**src/rtl/cpu_pkg.sv**
```systemverilog
// Shared opcode, ALU-code, state and control-word definitions for the control sequencer.
package cpu_pkg;

  localparam logic [4:0] OP_LD   = 5'b00000;
  localparam logic [4:0] OP_ST   = 5'b00010;
  localparam logic [4:0] OP_ADD  = 5'b00011;
  localparam logic [4:0] OP_SUB  = 5'b00100;
  localparam logic [4:0] OP_AND  = 5'b00101;
  localparam logic [4:0] OP_OR   = 5'b00110;
  localparam logic [4:0] OP_ADDI = 5'b01100;
  localparam logic [4:0] OP_HALT = 5'b11011;

  localparam logic [3:0] ALU_NONE = 4'b0000;
  localparam logic [3:0] ALU_ADD  = 4'b0011;
  localparam logic [3:0] ALU_SUB  = 4'b0100;
  localparam logic [3:0] ALU_AND  = 4'b0101;
  localparam logic [3:0] ALU_OR   = 4'b0110;

  typedef enum logic [3:0] {
    S_IDLE   = 4'd0,
    S_T0     = 4'd1,
    S_T1     = 4'd2,
    S_T2     = 4'd3,
    S_T3     = 4'd4,
    S_T4     = 4'd5,
    S_T5     = 4'd6,
    S_T6     = 4'd7,
    S_T7     = 4'd8,
    S_HALTED = 4'd9
  } state_e;

  typedef enum logic [2:0] {
    CLS_ALU     = 3'd0,
    CLS_ADDI    = 3'd1,
    CLS_LD      = 3'd2,
    CLS_ST      = 3'd3,
    CLS_HALT    = 3'd4,
    CLS_ILLEGAL = 3'd5
  } instr_class_e;

  typedef struct packed {
    logic       run;
    logic       gra;
    logic       grb;
    logic       grc;
    logic       rin;
    logic       rout;
    logic       baout;
    logic       pcin;
    logic       pcout;
    logic       irin;
    logic       yin;
    logic       zin;
    logic       marin;
    logic       mdrin;
    logic       mdrout;
    logic       incpc;
    logic       zlowout;
    logic       cout;
    logic       read;
    logic       write;
    logic [3:0] alu_op;
  } ctrl_t;

endpackage

```
**src/rtl/ir_decode.sv**
```systemverilog
// Opcode to instruction-class and ALU-operation decoder.
module ir_decode
  import cpu_pkg::*;
(
  input  logic [4:0]   opcode,
  output instr_class_e instr_class,
  output logic [3:0]   alu_op
);

  // opcode classification; address arithmetic for addi/ld/st uses ADD
  always_comb begin
    instr_class = CLS_ILLEGAL;
    alu_op      = ALU_NONE;
    case (opcode)
      OP_ADD:  begin instr_class = CLS_ALU;  alu_op = ALU_ADD; end
      OP_SUB:  begin instr_class = CLS_ALU;  alu_op = ALU_SUB; end
      OP_AND:  begin instr_class = CLS_ALU;  alu_op = ALU_AND; end
      OP_OR:   begin instr_class = CLS_ALU;  alu_op = ALU_OR;  end
      OP_ADDI: begin instr_class = CLS_ADDI; alu_op = ALU_ADD; end
      OP_LD:   begin instr_class = CLS_LD;   alu_op = ALU_ADD; end
      OP_ST:   begin instr_class = CLS_ST;   alu_op = ALU_ADD; end
      OP_HALT: begin instr_class = CLS_HALT; alu_op = ALU_NONE; end
      default: begin instr_class = CLS_ILLEGAL; alu_op = ALU_NONE; end
    endcase
  end

endmodule

```
**src/rtl/control_sequencer.sv**
```systemverilog
// Hardwired Moore control sequencer (fetch / execute / halt) for a simple CPU datapath.
// Define CTRL_MEM_WAIT_EN to make T1, ld-T6 and st-T7 hold until mem_ready.
module control_sequencer
  import cpu_pkg::*;
(
  input  logic        clk,
  input  logic        clr,
  input  logic [31:0] ir,
  input  logic        stop,
  input  logic        mem_ready,
  output logic        run,
  output logic        gra,
  output logic        grb,
  output logic        grc,
  output logic        rin,
  output logic        rout,
  output logic        baout,
  output logic        pcin,
  output logic        pcout,
  output logic        irin,
  output logic        yin,
  output logic        zin,
  output logic        marin,
  output logic        mdrin,
  output logic        mdrout,
  output logic        incpc,
  output logic        zlowout,
  output logic        cout,
  output logic        read,
  output logic        write,
  output logic [3:0]  alu_op
);

  state_e       state_q, state_d;
  state_e       next_fetch_s;
  instr_class_e cls_s;
  logic [3:0]   dec_alu_s;
  logic         mem_hold_s;
  logic         mem_xfer_s;
  logic         sig_unused_s;
  ctrl_t        ctrl_s;

  ir_decode u_ir_decode (
    .opcode      (ir[31:27]),
    .instr_class (cls_s),
    .alu_op      (dec_alu_s)
  );

  assign next_fetch_s = stop ? S_HALTED : S_T0;
  assign mem_xfer_s   = (state_q == S_T1) ||
                        ((state_q == S_T6) && (cls_s == CLS_LD)) ||
                        ((state_q == S_T7) && (cls_s == CLS_ST));

`ifdef CTRL_MEM_WAIT_EN
  assign mem_hold_s   = mem_xfer_s && !mem_ready;
  assign sig_unused_s = ^ir[26:0];
`else
  assign mem_hold_s   = 1'b0;
  assign sig_unused_s = ^{ir[26:0], mem_ready, mem_xfer_s};
`endif

  // state register, cleared straight to IDLE by clr
  always_ff @(posedge clk or negedge clr) begin
    if (!clr) begin
      state_q <= S_IDLE;
    end else begin
      state_q <= state_d;
    end
  end

  // next-state: every path back to T0 is diverted to HALTED while stop is high
  always_comb begin
    state_d = state_q;
    case (state_q)
      S_IDLE: state_d = next_fetch_s;
      S_T0:   state_d = S_T1;
      S_T1: begin
        if (mem_hold_s) state_d = S_T1;
        else            state_d = S_T2;
      end
      S_T2: begin
        case (cls_s)
          CLS_ALU, CLS_ADDI, CLS_LD, CLS_ST: state_d = S_T3;
          CLS_HALT:                          state_d = S_HALTED;
          default:                           state_d = next_fetch_s;
        endcase
      end
      S_T3: state_d = S_T4;
      S_T4: state_d = S_T5;
      S_T5: begin
        if ((cls_s == CLS_LD) || (cls_s == CLS_ST)) state_d = S_T6;
        else                                        state_d = next_fetch_s;
      end
      S_T6: begin
        if (mem_hold_s) state_d = S_T6;
        else            state_d = S_T7;
      end
      S_T7: begin
        if (mem_hold_s) state_d = S_T7;
        else            state_d = next_fetch_s;
      end
      S_HALTED: state_d = S_HALTED;
      default:  state_d = S_IDLE;
    endcase
  end

  // Moore output decode from state and instruction class
  always_comb begin
    ctrl_s = '0;
    case (state_q)
      S_T0: begin
        ctrl_s.run = 1'b1; ctrl_s.pcout = 1'b1; ctrl_s.marin = 1'b1;
        ctrl_s.incpc = 1'b1; ctrl_s.zin = 1'b1;
      end
      S_T1: begin
        ctrl_s.run = 1'b1; ctrl_s.zlowout = 1'b1; ctrl_s.pcin = 1'b1;
        ctrl_s.read = 1'b1; ctrl_s.mdrin = 1'b1;
      end
      S_T2: begin
        ctrl_s.run = 1'b1; ctrl_s.mdrout = 1'b1; ctrl_s.irin = 1'b1;
      end
      S_T3: begin
        ctrl_s.run = 1'b1; ctrl_s.grb = 1'b1; ctrl_s.yin = 1'b1;
        if ((cls_s == CLS_LD) || (cls_s == CLS_ST)) ctrl_s.baout = 1'b1;
        else                                        ctrl_s.rout  = 1'b1;
      end
      S_T4: begin
        ctrl_s.run = 1'b1; ctrl_s.zin = 1'b1; ctrl_s.alu_op = dec_alu_s;
        if (cls_s == CLS_ALU) begin
          ctrl_s.grc = 1'b1; ctrl_s.rout = 1'b1;
        end else begin
          ctrl_s.cout = 1'b1;
        end
      end
      S_T5: begin
        ctrl_s.run = 1'b1; ctrl_s.zlowout = 1'b1;
        if ((cls_s == CLS_LD) || (cls_s == CLS_ST)) begin
          ctrl_s.marin = 1'b1;
        end else begin
          ctrl_s.gra = 1'b1; ctrl_s.rin = 1'b1;
        end
      end
      S_T6: begin
        ctrl_s.run = 1'b1; ctrl_s.mdrin = 1'b1;
        if (cls_s == CLS_LD) begin
          ctrl_s.read = 1'b1;
        end else begin
          ctrl_s.gra = 1'b1; ctrl_s.rout = 1'b1;
        end
      end
      S_T7: begin
        ctrl_s.run = 1'b1;
        if (cls_s == CLS_LD) begin
          ctrl_s.mdrout = 1'b1; ctrl_s.gra = 1'b1; ctrl_s.rin = 1'b1;
        end else begin
          ctrl_s.write = 1'b1;
        end
      end
      default: ctrl_s = '0;
    endcase
  end

  assign run     = ctrl_s.run;
  assign gra     = ctrl_s.gra;
  assign grb     = ctrl_s.grb;
  assign grc     = ctrl_s.grc;
  assign rin     = ctrl_s.rin;
  assign rout    = ctrl_s.rout;
  assign baout   = ctrl_s.baout;
  assign pcin    = ctrl_s.pcin;
  assign pcout   = ctrl_s.pcout;
  assign irin    = ctrl_s.irin;
  assign yin     = ctrl_s.yin;
  assign zin     = ctrl_s.zin;
  assign marin   = ctrl_s.marin;
  assign mdrin   = ctrl_s.mdrin;
  assign mdrout  = ctrl_s.mdrout;
  assign incpc   = ctrl_s.incpc;
  assign zlowout = ctrl_s.zlowout;
  assign cout    = ctrl_s.cout;
  assign read    = ctrl_s.read;
  assign write   = ctrl_s.write;
  assign alu_op  = ctrl_s.alu_op;

endmodule

```
**config.mk**
```make
export PLATFORM = sky130hd
export DESIGN_NAME = control_sequencer
export DESIGN_NICKNAME = d
export VERILOG_FILES = /design/src/rtl/cpu_pkg.sv /design/src/rtl/ir_decode.sv /design/src/rtl/control_sequencer.sv
export SDC_FILE = /design/constraint.sdc
export NUM_CORES = 1
export LEC_CHECK = 0
export CAP_MARGIN = 20
export CORE_MARGIN = 2
export CORE_UTILIZATION = 36
export CTS_CLUSTER_SIZE = 20
export DETAILED_ROUTE_END_ITERATION = 12
export GPL_TIMING_DRIVEN = 0
export PLACE_DENSITY = 0.91
export SETUP_SLACK_MARGIN = 0.15
export SLEW_MARGIN = 40
export SYNTH_ARGS = -nofsm -noshare
export SYNTH_HDL_FRONTEND = slang
export SYNTH_SLANG_ARGS = --single-unit
export TNS_END_PERCENT = 30
```
**constraint.sdc**
```tcl
create_clock -name clk -period 7.49 [get_ports clk]
set_input_delay 2.247 -clock clk [delete_from_list [all_inputs] [get_ports clk]]
set_output_delay 2.247 -clock clk [all_outputs]
set_load 0.01 [all_outputs]
```
# After elaboration in Yosys (flattened, before gate mapping)
# Memory sizes are Yosys's and may differ from the RTL's.
# Index checks and enable logic that the tools add are counted.
dict set report word_totals {
  rom_bits 192
  input_bits 36
  out_inout_bits 24
  reg_bits 4
  mem_count 1
}
# name depth width read_ports rd_clocked_by_memory_dff wr line
set mem_list {}
lappend mem_list {{(no name shown)} 32 6 1 0 0 ir_decode.sv:14} ;# case (opcode)
dict set report classes {
  mux 29
  reduce_logical 9
  n_eq_ne 13
}
# op n
set op_table {}
lappend op_table {{4-bit one-hot mux with 9 select lines} 1}
lappend op_table {{1-bit two-way mux} 18}
lappend op_table {{4-bit by 3-bit equality test with 1-bit output (second input constant)} 4}
lappend op_table {{4-bit two-way mux} 3}
lappend op_table {{4-bit by 2-bit equality test with 1-bit output (second input constant)} 2}
lappend op_table {{4-bit equality test (second input constant)} 2}
lappend op_table {{1-bit one-hot mux with 2 select lines} 4}
lappend op_table {{4-bit one-hot mux with 2 select lines} 1}
lappend op_table {{2-bit OR reduction} 4}
lappend op_table {{8-bit OR reduction} 1}
lappend op_table {{3-bit by 2-bit equality test with 1-bit output (second input constant)} 2}
lappend op_table {{1-bit one-hot mux with 3 select lines} 2}
lappend op_table {{4-bit by 1-bit equality test with 1-bit output (second input constant)} 1}
lappend op_table {{4-bit zero test} 1}
lappend op_table {{4-bit OR reduction} 1}
lappend op_table {{3-bit by 1-bit equality test with 1-bit output (second input constant)} 1}
lappend op_table {{3-bit equality test (second input constant)} 1}
lappend op_table {{3-bit zero test} 1}
lappend op_table {{1-bit logical OR} 1}

# Logic depth before layout (Yosys ltp)
# An unclocked memory read counts as a cell.
dict set report logic_depth {
  word_depth 5
  depth_mapped 6
  depth_no_buf 6
}

# Cells and area by module
# Synthesis repeated with hierarchy kept, for this count alone.
dict set report hier_totals {
  cells_unflattened 103
  hier_area_um2 788.3
}
# module area_per_inst_um2 seq_area_each_um2 cells_per_inst n_inst
set by_module_without_submodules {}
lappend by_module_without_submodules {control_sequencer 573.0 100.1 77 1}
lappend by_module_without_submodules {ir_decode 215.2 0.0 26 1}

# Worst setup path before layout
# No wires, ideal clock.
dict set report synth_timing {
  path_type {input to output}
  startpoint {in ir[28]}
  endpoint {out gra}
  path_stages 6
  n_path_buf 0
  t_arrival_ns 3.484
  slack_ns 1.759
  path_cell_list {inv_1 -> ha_1 -> or2_1 -> nor4_4 -> a21oi_1 -> o22ai_1}
}
dict set report synth_between {
  elab_chain_len 5
  elab_cells_between_ends 8
}
# element line
set synth_rtl {}
lappend synth_rtl {{from (decl)} control_sequencer.sv:8} ;# input logic [31:0] ir,
lappend synth_rtl {{memory read 32 x 6 bit *} -}
lappend synth_rtl {{3-bit by 2-bit equality test with 1-bit output (on tied branches)} {control_sequencer.sv:137, control_sequencer.sv:145, control_sequencer.sv:153}}
lappend synth_rtl {{1-bit logical OR} control_sequencer.sv:137} ;# if ((cls_s == CLS_LD) || (cls_s == CLS_ST)) begin
lappend synth_rtl {{1-bit two-way mux} control_sequencer.sv:137}
lappend synth_rtl {{1-bit one-hot mux with 3 select lines *} control_sequencer.sv:110} ;# case (state_q)
lappend synth_rtl {{to (decl)} control_sequencer.sv:12} ;# output logic gra,
# Mark *: on every way between the ends. The rest lies on a longest branch, timed or not.

# Worst setup path after layout
# Same ends and word-level chain as after synthesis.

==> out/results.ini <==
[final_layout]
num_antenna_cells = 0
regMostFlops = state_q
largest_reg_flops = 4
drive_gt1_share_pct = 12.0
nNetsFinal = 186
fin_util_pct = 56.8
syn_to_final_growth_pct = 46.4
largestRegisters = state_q (4)

[status]
status = finished, final reports clean

[floorplanning]
ios = 60
coreArea_sq_um = 1980
start_util_pct = 38.8
die_h_um = 50.2
design.die.area_sq_um = 2520
dieWidth_um = 50.2
rows = 16

[power]
ir_drop_mv = 0.161
leakage_nw = 0.437
power_density_nw_per_um2 = 259

[worst_setup_path]
cp.buffers_inverters = 3
crit_family = buffers and inverters
critPathLaunchType = input pin
cp.arrival_ns = 4.70
path_common_cell = clkdlybuf4s50_1
critPathMaxFanout = 5
critPathKind = input pin to primary output
crit_required_ns = 5.24
crit_slowest_cell = clkdlybuf4s50_1
crit_chain = clkdlybuf4s50_1, inv_1, ha_1, or2_1, nor4_4, a21oi_1, o22ai_1, clkdlybuf4s50_1
reg2reg_slack_ns = 6.09
end_kind = primary output
slowest_delay_ns = 0.56

[placement]
gp_congestion = 0.902
io_buffers = 30
dpl.hpwl_um = 1640

[synth]
ys_ff_latch = 4
synth_flop_cell = dfrtp_1
ys_warn_count = 0
synth_edf_count = 0
async_reset_ff_share_pct = 100
syn_nets = 151
ys_types = 42
syn-cell-area_sq_um = 768
yosysSeqAreaShare_pct = 13.0
avgSynthCellArea_sq_um = 7.05
syn-instance-count = 109

[global_route]
grt_pass1_wl_um = 3540
grt_max_degree = 11
grt_pass1_vias = 828
antenna_found_initial = 0
track_usage_pct = 17.6
overflow = 0

[sta]
hold_viol_final = 0
finalSetupTns_ns = 0
rsz0062_at_grt = no
period_share_pct = 92.8
finalClockSkew_ns = 0.00551
slew_violations = 0
finalSetupViolCount = 0
min_period_ns = 6.95
maxClockFrequency_mhz = 144

[clock_tree]
cts-resized-gates = 0
cts.sinks = 4
clk_latency_ns = 0.24
clk_pin_slew_ns = 0.04
post_cts_buffers = 0
cts_inserted_buffers = 3
root_buffer = clkbuf_4
cts_max_path_buffers = 2
cts_max_level = 1
cts_tree = yes
cts_hold_buf = 0

[detailed_routing]
wl_per_cell_um = 12.5
antenna_left = 0
drcViolationCount = 0
routed-via-count = 915
routed_wl_um = 2120
firstDrtPassIters = 4
viasPerCell = 5.41
drtIter0Drc = 15

[job]
maxCapViolations = 0

[worst_hold_path]
hold_path_class = flop to flop

per-layer routing:
layer	track usage (%)	share of wire, %	vias to the layer above
met1	21.5	44	416
met3	2.98	5.4	3
met4	4.17	0.42	0
met2	31.8	50	38
li1	-	-	458
met5	0	0	-
cell usage after synthesis (all sizes together) (3+ instances only):
cell type | instances | area (sq um)
nor2 | 12 | 47.6
nor3 | 10 | 50.1
a21oi | 8 | 40.0
buf | 7 | 41.3
nand2 | 7 | 26.3
ha | 6 | 75.1
nand3 | 5 | 25.0
o21ai | 5 | 25.0
dfrtp | 4 | 100
nand2b | 4 | 25.0
clkbuf | 3 | 11.3
inv | 3 | 11.3
nor2b | 3 | 18.8
or2 | 3 | 21.3
layout by cell type, fill, tap and decap left out, drive strengths merged, types with 2 or more instances in the layout:
cell type / n
a21oi: 8
nand2b: 4
nand3: 5
a31oi: 2
o21bai: 2
nor2: 12
dfrtp: 4
nand4b: 2
inv: 3
or2: 3
nand3b: 2
clkbuf: 6
clkdlybuf4s50: 30
ha: 6
a21o: 2
nand2: 7
o211ai: 2
nor3b: 2
nor4: 2
buf: 7
nor2b: 3
o21ai: 5
nor3: 10
cells by family (layout without fill, tap and decap cells):
logic type | after synthesis | after routing | synth area share, %
xor gates and xnor gates | 2 | 2 | 2.28
DFF | 4 | 4 | 13.0
adders and majority gates | 6 | 6 | 9.77
muxes | 1 | 1 | 1.47
buffers and inverters | 13 | 46 | 8.30
and+or+nand+nor | 55 | 55 | 41.4
AOI/OAI and AO/OA | 27 | 27 | 23.3
other | 1 | 1 | 0.488
tightest hold or removal path: stages (launching register included):
cell and delay (ns):
dfrtp_1 0.44, nand2b_1 0.13, o31ai_1 0.08
final timing paths:
kind | start | cells past startpoint | end
worst max-delay path | ir[28] | 8 | gra
worst min-delay path | state_q[1]$_DFF_PN0_ | 2 | state_q[0]$_DFF_PN0_
worst max register to register | state_q[2]$_DFF_PN0_ | 4 | state_q[3]$_DFF_PN0_
worst min register to register | state_q[1]$_DFF_PN0_ | 2 | state_q[0]$_DFF_PN0_
max in group asynchronous | clr | 1 | state_q[0]$_DFF_PN0_
min in group asynchronous | clr | 1 | state_q[3]$_DFF_PN0_
where the power goes:
part	switching (mW)	internal (mW)
clock	0.0103	0.0180
combinational	0.114	0.109
sequential	0.0106	0.0306
total	0.134	0.157
metrics by stage:
step / total power [mW] / cells / hold WS, ns / instance area (sq um) / worst slack, ns
2_1_floorplan: 0.168 / 109 / 0.605 / 768 / 1.76
3_3_place_gp: 0.257 / 166 / 0.663 / 1100 / 0.638
3_5_place_dp: 0.263 / 166 / 0.680 / 1100 / 0.540
4_1_cts: 0.291 / 169 / 0.687 / 1120 / 0.539
5_1_grt: 0.313 / 169 / 0.715 / 1120 / 0.388
6_report: 0.292 / 169 / 0.686 / 1120 / 0.543
layout make-up:
class	instances	area [sq um]
Fill cell	175	857
Multi-Input combinational cell	92	604
Timing Repair Buffer	30	300
Sequential cell	4	100
Buffer	10	52.6
Tap cell	27	33.8
Clock buffer	3	22.5
Inverter	3	11.3
Note: power is estimated with default switching activity, not from simulation.
